### src/rtl/midori64_round_ctrl.sv
// Control sequencer for the masked Midori64 datapath: whitening, NR full rounds and a
// final round, each round spanning SBOX_STAGES cycles of the TI S-box pipeline.
module midori64_round_ctrl #(
  parameter int SBOX_STAGES = 2,
  parameter int NR          = 15
) (
  input  logic       clk,
  input  logic       rst_n,
  input  logic       start_i,
  input  logic       out_ready_i,
  output logic       busy_o,
  output logic       load_o,
  output logic       state_en_o,
  output logic       sbox_en_o,
  output logic [1:0] key_sel_o,
  output logic       last_o,
  output logic [3:0] rc_idx_o,
  output logic       out_valid_o,
  output logic [2:0] dbg_state_o
);

  localparam int SW = (SBOX_STAGES > 1) ? $clog2(SBOX_STAGES) : 1;
  localparam int RW = (NR > 1) ? $clog2(NR) : 1;
  localparam logic [SW-1:0] STAGE_LAST = SW'(SBOX_STAGES - 1);
  localparam logic [RW-1:0] ROUND_LAST = RW'(NR - 1);

  typedef enum logic [2:0] {
    S_IDLE   = 3'd0,
    S_WHITEN = 3'd1,
    S_ROUND  = 3'd2,
    S_FINAL  = 3'd3,
    S_DONE   = 3'd4
  } state_t;

  state_t        state, state_n;
  logic [RW-1:0] round, round_n;
  logic [SW-1:0] stage, stage_n;
  logic          last_stage;

  logic       busy_d, load_d, state_en_d, sbox_d, last_d, out_valid_d;
  logic [1:0] key_sel_d;
  logic [3:0] rc_d;

  assign last_stage  = (stage == STAGE_LAST);
  assign dbg_state_o = state;

  // Output handshake: the ciphertext shares transfer on an edge where out_valid_o and
  // out_ready_i are both high; out_valid_o stays high until that edge.
  always_comb begin
    state_n = state;
    round_n = round;
    stage_n = stage;
    case (state)
      S_IDLE: begin
        round_n = '0;
        stage_n = '0;
        if (start_i) state_n = S_WHITEN;
      end
      S_WHITEN: begin
        round_n = '0;
        stage_n = '0;
        state_n = S_ROUND;
      end
      S_ROUND: begin
        if (last_stage) begin
          stage_n = '0;
          if (round == ROUND_LAST) state_n = S_FINAL;
          else                     round_n = round + RW'(1);
        end else begin
          stage_n = stage + SW'(1);
        end
      end
      S_FINAL: begin
        if (last_stage) begin
          stage_n = '0;
          state_n = S_DONE;
        end else begin
          stage_n = stage + SW'(1);
        end
      end
      S_DONE: begin
        round_n = '0;
        if (out_ready_i) state_n = S_IDLE;
      end
      default: state_n = S_IDLE;
    endcase
  end

  // Outputs are decoded from the next state so the registered copies match the state
  // they belong to in the same cycle.
  always_comb begin
    busy_d      = (state_n != S_IDLE);
    load_d      = (state_n == S_WHITEN);
    sbox_d      = (state_n == S_ROUND) || (state_n == S_FINAL);
    state_en_d  = load_d || (sbox_d && (stage_n == STAGE_LAST));
    last_d      = (state_n == S_FINAL);
    out_valid_d = (state_n == S_DONE);
    key_sel_d   = 2'd0;
    rc_d        = 4'd0;
    if (state_n == S_ROUND) begin
      key_sel_d = round_n[0] ? 2'd2 : 2'd1;
      rc_d      = 4'(round_n);
    end
  end

  always_ff @(posedge clk or negedge rst_n) begin
    if (!rst_n) begin
      state       <= S_IDLE;
      round       <= '0;
      stage       <= '0;
      busy_o      <= 1'b0;
      load_o      <= 1'b0;
      state_en_o  <= 1'b0;
      sbox_en_o   <= 1'b0;
      key_sel_o   <= 2'd0;
      last_o      <= 1'b0;
      rc_idx_o    <= 4'd0;
      out_valid_o <= 1'b0;
    end else begin
      state       <= state_n;
      round       <= round_n;
      stage       <= stage_n;
      busy_o      <= busy_d;
      load_o      <= load_d;
      state_en_o  <= state_en_d;
      sbox_en_o   <= sbox_d;
      key_sel_o   <= key_sel_d;
      last_o      <= last_d;
      rc_idx_o    <= rc_d;
      out_valid_o <= out_valid_d;
    end
  end

endmodule

### config.mk
export PLATFORM = sky130hd
export DESIGN_NAME = midori64_round_ctrl
export DESIGN_NICKNAME = d
export VERILOG_FILES = /design/src/rtl/midori64_round_ctrl.sv
export SDC_FILE = /design/constraint.sdc
export NUM_CORES = 1
export LEC_CHECK = 0
export CORE_ASPECT_RATIO = 0.75
export CORE_MARGIN = 8
export CORE_UTILIZATION = 50
export CTS_CLUSTER_SIZE = 40
export DETAILED_ROUTE_END_ITERATION = 16
export PLACE_DENSITY = 0.78
export SLEW_MARGIN = 20
export SYNTH_ARGS = -nofsm -noshare
export SYNTH_HDL_FRONTEND = slang
export SYNTH_SLANG_ARGS = --single-unit
### constraint.sdc
create_clock -name clk -period 4.46 [get_ports clk]
set_input_delay 0.669 -clock clk [delete_from_list [all_inputs] [get_ports clk]]
set_output_delay 0.669 -clock clk [all_outputs]
set_load 0.03 [all_outputs]
==> results of run 1 <==
[layout make-up]
class,instances,area [µm²],area share (%)
Sequential cell,19,475,42.0
Multi-Input combinational cell,63,417,36.8
Timing Repair Buffer,18,180,15.9
Tap cell,22,27.5,2.43
Clock buffer,3,22.5,1.99
Clock inverter,1,5.00,0.442
Inverter,1,3.75,0.332
[metal layers]
layer	global-route usage, %	vias up
li1	-	354
met1	15.2	333
met2	19.4	27
met3	5.80	4
met4	3.53	0
met5	0	-
[cells in the mapped netlist (all sizes together)]
master | number | share of area (%)
a211oi | 1 | 0.79
a21o | 1 | 0.79
a21oi | 7 | 3.7
a22oi | 1 | 0.79
a31oi | 1 | 0.66
and3 | 2 | 1.3
and4b | 1 | 1.1
buf | 7 | 4.9
clkbuf | 1 | 0.40
dfrtp | 19 | 50
ha | 2 | 2.6
inv | 1 | 0.40
mux2i | 1 | 1.1
nand2 | 6 | 2.4
nand2b | 3 | 2.8
nand3 | 2 | 1.1
nand3b | 1 | 0.79
nand4 | 2 | 2.0
nand4b | 1 | 0.93
nand4bb | 1 | 1.2
nor2 | 6 | 2.4
nor2b | 4 | 2.6
nor3 | 4 | 2.1
nor4b | 1 | 0.93
o211a | 1 | 1.1
o211ai | 1 | 0.79
o21ai | 3 | 1.6
o21bai | 1 | 0.79
o2bb2ai | 1 | 0.93
o311ai | 1 | 0.93
o31a | 1 | 0.93
o31ai | 1 | 0.79
or2 | 1 | 0.66
or3b | 1 | 0.93
or4 | 1 | 0.79
xor2 | 2 | 1.9
[cells by family (layout without fill, tap and decap cells)]
family,Yosys count,count (layout)
adder cells (fa/ha/maj),2,2
buffers and inverters,9,23
AO/OA/AOI/OAI,21,21
AND/OR/NAND/NOR,37,37
XOR/XNOR,2,2
multiplexers,1,1
flip-flops,19,19
[through the flow]
step	worst slack (ns)	instances	total power, mW	hold WS [ns]
2_1_floorplan	2.98	91	0.553	0.373
3_3_place_gp	2.38	123	0.664	0.626
3_5_place_dp	2.35	123	0.674	0.644
4_1_cts	2.01	127	0.762	0.660
5_1_grt	1.91	127	0.811	0.713
6_report	2.02	127	0.754	0.661
[worst paths after layout]
| path | start | endpoint | slack [ns] | cells after the start |
|---|---|---|---|---|
| setup reg to reg | round[0] | round[3] | 2.77 | 5 |
| max in group asynchronous | rst_n | last_o | 3.14 | 1 |
| hold / removal | round[2] | round[2] | 0.66 | 2 |
| hold reg to reg | round[2] | round[2] | 0.66 | 2 |
| setup / recovery | dbg_state_o[2] | dbg_state_o[2] | 2.02 | 1 |
| min in group asynchronous | rst_n | round[1] | 0.83 | 1 |
[state kept, by name, summed over array words and instances, names as in the netlist]
name,flops
last_stage,1
last_o,1
state_en_o,1
dbg_state_o,3
busy_o,1
out_valid_o,1
round,4
sbox_en_o,1
rc_idx_o,4
load_o,1
key_sel_o,1
[placed cells by master, fill, tap and decap left out, drive strengths merged, types with 2 or more instances in the layout]
cell	n
dfrtp	19
clkdlybuf4s50	18
a21oi	7
nand2	6
nor2	6
nor2b	4
nor3	4
o21ai	3
clkbuf	3
nand2b	3
and3	2
nand3	2
xor2	2
ha	2
nand4	2
[where the power goes]
group	internal (mW)	switching [mW]
logic	0.155	0.203
clock network	0.0335	0.0513
registers	0.225	0.0859
==> impl_metrics.tcl, run 1 <==
set metrics [dict create \
    cp-start-kind "register" \
    insertion_delay_ns 0.30 \
    max_stage_delay_ns 0.78 \
    post_cts_resized 0 \
    relSlewSlack_pct 46.1 \
    cp_cell_sequence "clkdlybuf4s50_1" \
    finClkSkew_ns 0.00208 \
    syn_avg_cell_area_um2 10.4 \
    hold_viol 0 \
    clock_sinks 19 \
    arrival_ns 1.77 \
    wl_per_cell_um 15.2 \
    die_area_mm2 0.00355 \
    wl_met2_um 915 \
    row_count 13 \
    wl_met1_um 805 \
    fin_util_pct 64.4 \
    ant_nets 0 \
    gp_congestion 0.844 \
    dp_hpwl_mm 1.40 \
    wl_met3_um 180 \
    postSynthCellCount 91 \
    grt_max_degree 20 \
    htree_num_levels 1 \
    status "completed" \
    seq_area_frac_synth_pct 50.3 \
    clockBufferDepth 2 \
    worstMarginPinSlew_ns 0.805 \
    synth-compound-area-share_pct 14.6 \
    grt_pass1_vias 700 \
    fin_nets 112 \
    post_dp_cell_area_mm2 0.00110 \
    path_class "register to output pin" \
    synth_simple_gate_area_share_pct 23.9 \
    stdcell_area_mm2 0.00113 \
    min_period_ns 2.44 \
    grt_pass1_wl_mm 3.42 \
    post-cts-setup-buffers 0 \
    synth.area.mux_share_pct 1.06 \
    setup_viol 0 \
    synth_cell_types 40 \
    synthAdderAreaFrac_pct 2.65 \
    cts_made_buffers 3 \
    hold_path.class "register to register" \
    cts_root_buf "clkbuf_4" \
    grt.overflow.total 0 \
    worst-path-buf-inv 1 \
    highest_layer "met4" \
    design.core.area_mm2 0.00176 \
    power_leakage_nw 0.491 \
    maxCapViolCount 0 \
    power_density_mw_per_mm2 667 \
    critPathMaxFanout 19 \
    via_count 718 \
    drt_iter0_drc 26 \
    vdd_drop_max_mv 0.323 \
    ioPinCount 19 \
    die_w_um 66.2 \
    ys_warn_count 0 \
    grt.total_usage_pct 12.4 \
    synth_area_um2 946 \
    ys_ff_latch 19 \
    detail_route.first_pass.iterations 6 \
    cpLargestDelayFamily "buffers and inverters" \
    route.detailed.drc 0 \
    clkSlewWorstSetupHoldPaths_ns 0.10 \
    end_kind "output pin" \
    slew_violations 0 \
    die_h_um 53.7 \
    io_buffers 18 \
    drive_gt1_share_pct 5.71 \
    cp_slowest_cell "clkdlybuf4s50_1" \
    cts_tree "built" \
    antenna_found_initial 0 \
    finalWirelength_mm 1.93 \
    synth.net_count 97 \
    fin_setup_tns_ns 0 \
    required_ns 3.79 \
    n_antenna_cell 0 \
    rsz0062_at_grt "no" \
    max_freq_mhz 410 \
    initial_core_util_pct 53.8 \
    synth_top_family_by_area "simple AND/OR/NAND/NOR gates" \
    vias_per_cell 5.65 \
    fillerInstances 147 \
    ctsHoldBuffers 0 \
    synth-xor-area-share_pct 1.85 \
    area_growth_pct 19.6 \
    fin_crit_sh_pct 54.6 \
]
Power figures use the tool's default switching activity.
==> run 2: changes to the inputs <==
Settings changed: CORE_UTILIZATION 50 to 49, PLACE_DENSITY 0.78 to 0.77.
Clock period 4.46 ns to 2.4 ns, I/O delays scaled along.
==> impl_metrics.tcl, run 2 (synthesis results as in run 1) <==
set metrics [dict create \
    grt_pass1_wl_mm 3.14 \
    ctsHoldBuffers 0 \
    cts_tree "built" \
    rr_worst_depth 5 \
    area_growth_pct 21.2 \
    cp_slowest_cell "clkdlybuf4s50_1" \
    layout_setup_ws_ns 0.309 \
    path_class "register to output pin" \
    crit_cells 1 \
    drt_iter0_drc 16 \
    pre_cts_ws_ns 0.659 \
    post_cts_resized 0 \
    post-cts-setup-buffers 0 \
    finalWirelength_mm 1.84 \
    finClkSkew_ns 0.00759 \
    hold_viol 0 \
    wl_met3_um 165 \
    fillerInstances 147 \
    final_common_cell "dfrtp_1" \
    htree_num_levels 1 \
    worstMarginPinSlew_ns 0.479 \
    route.detailed.drc 0 \
    status "completed" \
    grt_pass1_vias 671 \
    end_kind "output pin" \
    wl_met2_um 872 \
    ioPinCount 19 \
    gp_congestion 0.845 \
    cpLargestDelayFamily "buffers and inverters" \
    grt.overflow.total 0 \
    die_area_mm2 0.00361 \
    setup_viol 0 \
    slew_violations 0 \
    grt_max_degree 20 \
    r2r-start "round[0]" \
    vias_per_cell 5.74 \
    grt.total_usage_pct 11.2 \
    insertion_delay_ns 0.30 \
    ant_nets 0 \
    detail_route.first_pass.iterations 4 \
    maxCapViolCount 0 \
    cts_made_buffers 3 \
    cp-start-kind "register" \
    row_count 13 \
    fin_setup_tns_ns 0 \
    wl_met1_um 774 \
    relSlewSlack_pct 68.1 \
    initial_core_util_pct 53.4 \
    rsz0062_at_grt "no" \
    drive_gt1_share_pct 7.48 \
    required_ns 2.04 \
    max_stage_delay_ns 0.77 \
    fin_crit_sh_pct 87.1 \
    vdd_drop_max_mv 0.681 \
    die_h_um 54.1 \
    min_period_ns 2.09 \
    fin_nets 114 \
    n_antenna_cell 0 \
    power_leakage_nw 0.502 \
    highest_layer "met4" \
    hold_path.class "primary input to async pin" \
    design.core.area_mm2 0.00177 \
    final_cell_mix "dfrtp_1 (19), clkdlybuf4s50_1 (18), a21oi_1 (7)" \
    clkSlewWorstSetupHoldPaths_ns 0.11 \
    arrival_ns 1.73 \
    critPathMaxFanout 17 \
    max_freq_mhz 478 \
    dp_hpwl_mm 1.35 \
    worst-path-buf-inv 1 \
    io_buffers 18 \
    multi_input_area_um2 417 \
    hold_ws_ns 0.366 \
    startpoint "dbg_state_o[0]" \
    wl_per_cell_um 14.3 \
    clock_sinks 19 \
    register_area_um2 475 \
    via_count 741 \
    cp_cell_sequence "clkdlybuf4s50_1" \
    clockBufferDepth 2 \
    die_w_um 66.7 \
    cts_root_buf "clkbuf_4" \
    antenna_found_initial 0 \
    power_density_mw_per_mm2 1230 \
]
[run 2: layer usage]
layer	track usage (%)	vias to the layer above
met2	18.1	21
met1	13.6	355
met5	0	-
met3	4.14	6
met4	4.24	0
li1	-	359
[run 2: worst paths after layout]
kind,slack (ns),endpoint
max,0.31,dbg_state_o[0]
max in group asynchronous,1.83,rc_idx_o[2]
min,0.37,round[3]
min reg2reg,0.64,round[2]
min in group clk,0.64,round[2]
max reg2reg,0.75,round[3]
[run 2: area by class of cell]
| class | instances | area share, % |
|---|---|---|
| clock buffers | 3 | 1.97 |
| clock inverters | 1 | 0.437 |
| inverters | 1 | 0.328 |
| multi-input cells | 63 | 36.4 |
| flip-flops and latches | 19 | 41.5 |
| well taps | 22 | 2.40 |
| repair buffers | 20 | 17.0 |
[run 2: where the power goes]
group	internal, mW	switching [mW]	leakage, nW
clock network	0.0622	0.0994	0.0177
logic	0.295	0.399	0.239
registers	0.419	0.140	0.245
[run 2: metrics by stage]
stage / utilization, % / cell area, µm² / cells / total power, mW
3_5_place_dp: 63.1 / 1120 / 125 / 1.26
6_report: 64.6 / 1150 / 129 / 1.41
2_1_floorplan: - / 946 / 91 / 1.03
4_1_cts: 64.6 / 1150 / 129 / 1.43
3_3_place_gp: 63.1 / 1120 / 125 / 1.24
5_1_grt: 64.6 / 1150 / 129 / 1.51
==> run 3: changes to the inputs <==
Settings changed: SKIP_CTS_REPAIR_TIMING set to 1.
==> results of run 3 <==
The final DEF is identical to that of run 2; final timing and power are the same.
